===== src/rtl/slow_tick_bcd_counter.sv =====
// rtl/slow_tick_bcd_counter.sv - four-digit BCD up/down counter on slow-clock edges with multiplexed 7-seg scan
module slow_tick_bcd_counter #(
    parameter int REFRESH_DIV = 100_000
) (
    input  logic        clk_i,
    input  logic        rst_i,
    input  logic        slow_clk_i,
    input  logic        en_i,
    input  logic        up_i,
    input  logic        clr_i,
    output logic [15:0] bcd_o,
    output logic        wrap_o,
    output logic [6:0]  seg_o,
    output logic [3:0]  an_o
);

    localparam int RW = $clog2(REFRESH_DIV);
    localparam logic [RW-1:0] REF_LAST = RW'(REFRESH_DIV - 1);

    logic          sq;
    logic          tick;
    logic [RW-1:0] refresh;
    logic [1:0]    idx;
    logic [15:0]   bcd_inc;
    logic [15:0]   bcd_dec;
    logic          inc_wrap;
    logic          dec_wrap;
    logic [3:0]    cur_digit;

    assign tick = slow_clk_i & ~sq;
    assign cur_digit = bcd_o[{idx, 2'b00} +: 4];

    // Ripple the carry digit by digit; a carry out of the top digit is the wrap.
    always_comb begin
        logic carry;
        carry   = 1'b1;
        bcd_inc = bcd_o;
        for (int i = 0; i < 4; i++) begin
            if (carry) begin
                if (bcd_o[4*i +: 4] == 4'd9) begin
                    bcd_inc[4*i +: 4] = 4'd0;
                end else begin
                    bcd_inc[4*i +: 4] = bcd_o[4*i +: 4] + 4'd1;
                    carry = 1'b0;
                end
            end
        end
        inc_wrap = carry;
    end

    always_comb begin
        logic borrow;
        borrow  = 1'b1;
        bcd_dec = bcd_o;
        for (int i = 0; i < 4; i++) begin
            if (borrow) begin
                if (bcd_o[4*i +: 4] == 4'd0) begin
                    bcd_dec[4*i +: 4] = 4'd9;
                end else begin
                    bcd_dec[4*i +: 4] = bcd_o[4*i +: 4] - 4'd1;
                    borrow = 1'b0;
                end
            end
        end
        dec_wrap = borrow;
    end

    function automatic logic [6:0] seg_decode(input logic [3:0] d);
        case (d)
            4'd0:    seg_decode = 7'b1000000;
            4'd1:    seg_decode = 7'b1111001;
            4'd2:    seg_decode = 7'b0100100;
            4'd3:    seg_decode = 7'b0110000;
            4'd4:    seg_decode = 7'b0011001;
            4'd5:    seg_decode = 7'b0010010;
            4'd6:    seg_decode = 7'b0000010;
            4'd7:    seg_decode = 7'b1111000;
            4'd8:    seg_decode = 7'b0000000;
            4'd9:    seg_decode = 7'b0010000;
            default: seg_decode = 7'b1111111;
        endcase
    endfunction

    always_ff @(posedge clk_i) begin
        if (!rst_i) begin
            sq      <= 1'b1;
            refresh <= '0;
            idx     <= 2'd0;
            bcd_o   <= 16'h0000;
            wrap_o  <= 1'b0;
            seg_o   <= 7'b1111111;
            an_o    <= 4'b1111;
        end else begin
            sq <= slow_clk_i;

            if (refresh == REF_LAST) begin
                refresh <= '0;
                idx     <= idx + 2'd1;
            end else begin
                refresh <= refresh + RW'(1);
            end

            an_o  <= ~(4'b0001 << idx);
            seg_o <= seg_decode(cur_digit);

            if (clr_i) begin
                bcd_o  <= 16'h0000;
                wrap_o <= 1'b0;
            end else if (tick && en_i && up_i) begin
                bcd_o  <= bcd_inc;
                wrap_o <= inc_wrap;
            end else if (tick && en_i) begin
                bcd_o  <= bcd_dec;
                wrap_o <= dec_wrap;
            end else begin
                wrap_o <= 1'b0;
            end
        end
    end

endmodule


===== config.mk =====
export PLATFORM = sky130hd
export DESIGN_NAME = slow_tick_bcd_counter
export DESIGN_NICKNAME = d
export VERILOG_FILES = /design/src/rtl/slow_tick_bcd_counter.sv
export SDC_FILE = /design/constraint.sdc
export NUM_CORES = 1
export LEC_CHECK = 0
export CELL_PAD_IN_SITES_DETAIL_PLACEMENT = 0
export CELL_PAD_IN_SITES_GLOBAL_PLACEMENT = 1
export CORE_MARGIN = 2
export CORE_UTILIZATION = 38
export DETAILED_ROUTE_END_ITERATION = 16
export GPL_TIMING_DRIVEN = 0
export PLACE_DENSITY = 0.8
export SYNTH_ARGS = -nofsm -noshare
export SYNTH_HDL_FRONTEND = slang
export SYNTH_SLANG_ARGS = --single-unit
export TNS_END_PERCENT = 10

===== constraint.sdc =====
create_clock -name clk_i -period 1.6 [get_ports clk_i]
set_input_delay 0.24 -clock clk_i [delete_from_list [all_inputs] [get_ports clk_i]]
set_output_delay 0.24 -clock clk_i [all_outputs]
set_load 0.05 [all_outputs]

# [After elaboration in Yosys (flattened, before gate mapping)]
# Memory sizes are Yosys's and may differ from the RTL's. A register that Yosys moved wholly into a read port is not among the register bits.
# Index checks and enable logic that the tools add are counted.
[op_classes] eq_ne=8 n_addsub=10 n_shift=2 reduce_logical=16 mux=32 n_bitwise=4
[op_table] operator="$mux W4" count=14
[op_table] operator="$mux W16" count=2
[op_table] operator="$add A17 B1 Y17 const B" count=1
[op_table] operator="$eq A17 B17 Y1 const B" count=1
[op_table] operator="$add A4 B1 Y4 const B" count=4
[op_table] operator="$eq A4 B4 Y1 const B" count=4
[op_table] operator="$logic_not A4 Y1" count=4
[op_table] operator="$mux W1" count=16
[op_table] operator="$shiftx A16 B5 Y4" count=1
[op_table] operator="$sub A4 B1 Y4 const B" count=4
[op_table] operator="$reduce_and A3 Y1" count=3
[op_table] operator="$reduce_bool A2 Y1" count=4
[op_table] operator="$ne A2 B2 Y1 const B" count=3
[op_table] operator="$not A4 Y4" count=1
[op_table] operator="$reduce_or A2 Y1" count=2
[op_table] operator="$shl A1 B2 Y4 const A" count=1
[op_table] operator="$add A2 B1 Y2 const B" count=1
[op_table] operator="$logic_and A1 B1 Y1" count=2
[op_table] operator="$not A1 Y1" count=2
[op_table] operator="$and A1 B1 Y1" count=1
[op_table] operator="$logic_not A1 Y1" count=1
[totals] mem_bits_ro=112 wordCells=82 out_inout_bits=28 n_memories=1 register_bits=41
[mem_list] memory="(no name shown)" words=16 word_bits=7 read_ports=1 rd_ports_with_merged_regs=1 wr=0 line="69" rtl="case (d)"

# [Logic depth before layout (Yosys ltp)]
[depth] word_depth=7 mapped_depth=7 ltp_nobuf=6

# [Least setup slack after synthesis]
# Ideal clock, no wire load.
[synth_timing] path_kind="flip-flop to flip-flop" from="register bcd_o[0]" to="register bcd_o[13]" synth_period_minus_slack_ns=2.083 slack_ns=-0.483 n_path_buf=1 t_arrival_ns=2.012 setup_ns=0.071 stages_incl_launch_ff=7 t_required_ns=1.529 path_cell_list="dfxtp_1 -> clkbuf_1 -> nand4b_1 -> nor4_4 -> a22oi_2 -> or3_1 -> a21oi_1"
[synth_via] elab_chain_cells=6
[synth_rtl] item="start, declared" line="11" rtl="output logic [15:0] bcd_o,"
[synth_rtl] item="start signal, assigned" line="110" rtl="bcd_o <= bcd_inc;"
[synth_rtl] item="$eq A4 B4 Y1 / $logic_not A4 Y1 (equally long branches)" line="40, 57"
[synth_rtl] item="$mux W1 (on tied branches)" line="40, 57"
[synth_rtl] item="$mux W1 (on tied branches) (2 in series)" line="39, 56"
[synth_rtl] item="$ne A2 B2 Y1 (no line) / $reduce_bool A2 Y1 (equally long branches)"
[synth_rtl] item="$reduce_and A3 Y1 (no line) *"
# Mark *: on every way between the ends. The rest lies on a longest branch, timed or not.
# A chain may end at the register's enable or synchronous reset.

# [Final worst setup path]
[layout_timing] from="register bcd_o[8]" to="register bcd_o[13]"
[layout_via] elab_chain_cells=5
[layout_rtl] item="$eq A4 B4 Y1 / $logic_not A4 Y1 (equally long branches)" line="40, 57"
[layout_rtl] item="$mux W1 (on tied branches)" line="40, 57"
[layout_rtl] item="$mux W1 (on tied branches)" line="39, 56"
[layout_rtl] item="$ne A2 B2 Y1 (no line) / $reduce_bool A2 Y1 (equally long branches)"
[layout_rtl] item="$reduce_and A3 Y1 (no line) *"
# Marks and branches as above.

==> results.txt <==
async set-reset flop share out of synthesis: 0%
reg2reg start: bcd_o[8]
Leakage: 1.350 nW
sum of overflow across all layers after global routing: 0
global routing met3 resource utilization: 2.828%
worst setup path category: reg -> reg
DRC Markers: 0
fin crit share: 117.2%
floorplan row count: 30
clock tree from TritonCTS: built
routed wire length: 6289 µm
min setup slack post-route: -0.2744 ns
number of CTS-inserted buffers: 5
grt met2 use: 27.75%
Syn Inst Count: 317
Worst Skew: 0.006505 ns
y dimension of the die: 88.10 µm
post-place setup slack: -0.7311 ns
final core area utilization: 51.23%
clock root buffer master: sky130_fd_sc_hd__clkbuf_8
DR vias/cell: 5.206
worst max-slew margin expressed relative to the limit: 67.25%
EDFF count, synth: 0
power density of the placed cells: 654.6 nW/µm²
cell count of the worst reg-to-reg path: 6
CP Capture Point: bcd_o[13]
IR Drop Worst-Case VDD: 0.4187 mV
most common library cell in the layout ignoring fill and taps: sky130_fd_sc_hd__nor2_1
routed len/inst: 13.76 µm
max-slew violation count: 0
slew at the pin closest to its max-slew limit: 0.4932 ns
Avg Inst Size Synth: 8.478 µm²
initial antenna violation count: 0
Max Cap Violations: 0
core outline area: 6832 µm²
largest area contributor in the netlist: sky130_fd_sc_hd__dfxtp_1
largest cells by area after synthesis: sky130_fd_sc_hd__dfxtp_1 (36%), sky130_fd_sc_hd__nor2_1 (5.0%), sky130_fd_sc_hd__ha_1 (4.7%)
Area Growth Syn to Fin: 30.21%
Synth top area share: 35.75%
# placed instances: 446
clock buffer depth: 2
element type at the critical path end: flip-flop
sw frac: 25.07%
area of the die: 7762 µm²
result of the run: complete, but fails checks
unrepaired setup endpoints after global routing: yes
maximum fanout along the worst path: 9
clock-pin slew of the registers on the worst-case setup and hold paths: 0.09 ns
Worst EP arrival: 2.11 ns
number of nets with antenna violations after detailed routing: 0
clock sink count: 48
post-detail-place hpwl: 4345 µm
reported net switching power: 0.5744 mW
GR Util met1: 23.38%
share of power burned in registers: 52.8%
number of setup violations in the final report: 16
Synth Register Bits: 48
Synth Flop Type: sky130_fd_sc_hd__dfxtp_1
highest clock rate: 533.5 MHz
placer's final routability congestion estimate: 0.8529
portion of total power attributed to combinational logic: 8.5%
Internal Pwr Total: 1.717 mW
mapped cell area: 2688 µm²
ports placed on the boundary: 34
Min-Delay Path Class: in -> reg
total power: 2.291 mW
starting density of the core: 39.34%
Non-Filler Instances: 457
number of buffer cells added on primary ports: 33
Fin. Hold Viols: 0
H-tree level count: 2
Syn. warnings: 0
Syn Nets: 333
clock insertion delay at the later pin of the skew report: 0.30 ns
data required time at the worst endpoint: 1.83 ns
Starting DRT DRC Count: 107
layout net count: 376
share of layout cells above drive strength 1: 22.99%
Vias: 2379
clock group share of total power: 38.7%
setup slack on the worst flop-to-flop path: -0.27 ns
most heavily used metal layer in global routing: met2
worst flop-to-flop path endpoint: bcd_o[13]
final critical path time including I/O delays and setup: 1.874 ns
Crit. Startpoint: bcd_o[8]
type of element launching the critical path: flip-flop
leading cell types in the layout, fill and taps excluded: sky130_fd_sc_hd__nor2_1 (36), sky130_fd_sc_hd__dfxtp_1 (29), sky130_fd_sc_hd__dlygate4sd2_1 (26)
chip width: 88.10 µm
violated checks: negative setup slack
first-pass GRT wire length: 10430 µm
pin count of the biggest net entering global routing: 16
# hold bufs at CTS: 0
first-pass iteration count of the detailed router: 4
part of the Yosys area used for sequential elements: 35.75%
Netlist cell types: 49
Diodes inserted: 0
number of global-route vias before repair: 2172
aggregate global-route resource usage: 16.91%
per-layer routing:
layer	up-vias	wire length [µm]
li1	1201	-
met1	1131	3137
met2	41	2879
met3	6	214
met4	0	58
met5	-	0
worst min path at each step:
stage,cells past startpoint,end,from
CTS,1,refresh[0],refresh[0]
finish,2,sq,slow_clk_i
global placement,1,refresh[0],refresh[0]
floorplan,1,sq,rst_i
detailed placement,1,refresh[0],refresh[0]
global route,2,sq,slow_clk_i
kinds of logic after synthesis:
| family | Yosys count | share of synthesized area, % |
|---|---|---|
| muxes | 9 | 5.214 |
| buffers and inverters | 33 | 4.795 |
| AOI/OAI and AO/OA | 55 | 12.71 |
| and+or+nand+nor | 136 | 28.40 |
| xor gates and xnor gates | 26 | 8.473 |
| DFF | 48 | 35.75 |
| adders and majority gates | 10 | 4.655 |
synth_stat cells, types with 6 or more instances:
cell and number:
sky130_fd_sc_hd__and3_1 6, sky130_fd_sc_hd__nor3_1 7, sky130_fd_sc_hd__o21ai_0 20, sky130_fd_sc_hd__and2_1 10
sky130_fd_sc_hd__nand2b_1 7, sky130_fd_sc_hd__clkbuf_1 18, sky130_fd_sc_hd__inv_1 10, sky130_fd_sc_hd__ha_1 10
sky130_fd_sc_hd__a21oi_1 14, sky130_fd_sc_hd__xnor2_1 12, sky130_fd_sc_hd__xor2_1 14, sky130_fd_sc_hd__nand4_1 6
sky130_fd_sc_hd__nor2_1 36, sky130_fd_sc_hd__dfxtp_1 48, sky130_fd_sc_hd__nand2_1 20, sky130_fd_sc_hd__nand3_1 11
registers in the layout (all words and copies together) (netlist names):
name	count
bcd_o	16
wrap_o	1
an_o	4
idx	2
seg_o	7
refresh	17
sq	1
timing repair:
item                                    CTS  global route
gates resized for setup                  57            23
buffers inserted                          4             1
endpoints found under the setup margin   67            37
pin swaps                                10             4
cell type report:
class,count,area (µm²)
clock inverters,1,8.758
flip-flops and latches,48,1010
inverters,10,40.04
fillers,681,3332
repair buffers,38,342.8
plain buffers,21,168.9
clock buffers,7,107.6
multi-input cells,236,1702
well taps,96,120.1
critical path, cell delays in order (launching register included):
cell and delay (ns):
sky130_fd_sc_hd__dfxtp_4 0.35, sky130_fd_sc_hd__clkbuf_4 0.18, sky130_fd_sc_hd__or3_4 0.41, sky130_fd_sc_hd__nor3_4 0.20, sky130_fd_sc_hd__a22oi_2 0.15, sky130_fd_sc_hd__or3_1 0.38
sky130_fd_sc_hd__a21oi_1 0.14
metrics by stage:
step | hold slack, ns | cell area, µm² | setup TNS (ns)
floorplan | 0.3130 | 2818 | -1.913
global placement | 0.4269 | 3268 | -14.19
detailed placement | 0.4368 | 3268 | -14.96
CTS | 0.4575 | 3447 | -2.512
global route | 0.2968 | 3500 | -3.744
finish | 0.2835 | 3500 | -2.085
power by group through the flow:
stage / combinational [mW] / sequential, mW / clock (mW)
2_1_floorplan: 0.0794 / 1.28 / 0
3_3_place_gp: 0.190 / 1.24 / 0
3_5_place_dp: 0.190 / 1.24 / 0
4_1_cts: 0.190 / 1.21 / 0.920
5_1_grt: 0.211 / 1.21 / 0.963
6_report: 0.195 / 1.21 / 0.886
Note: power is estimated with default switching activity, not from simulation.
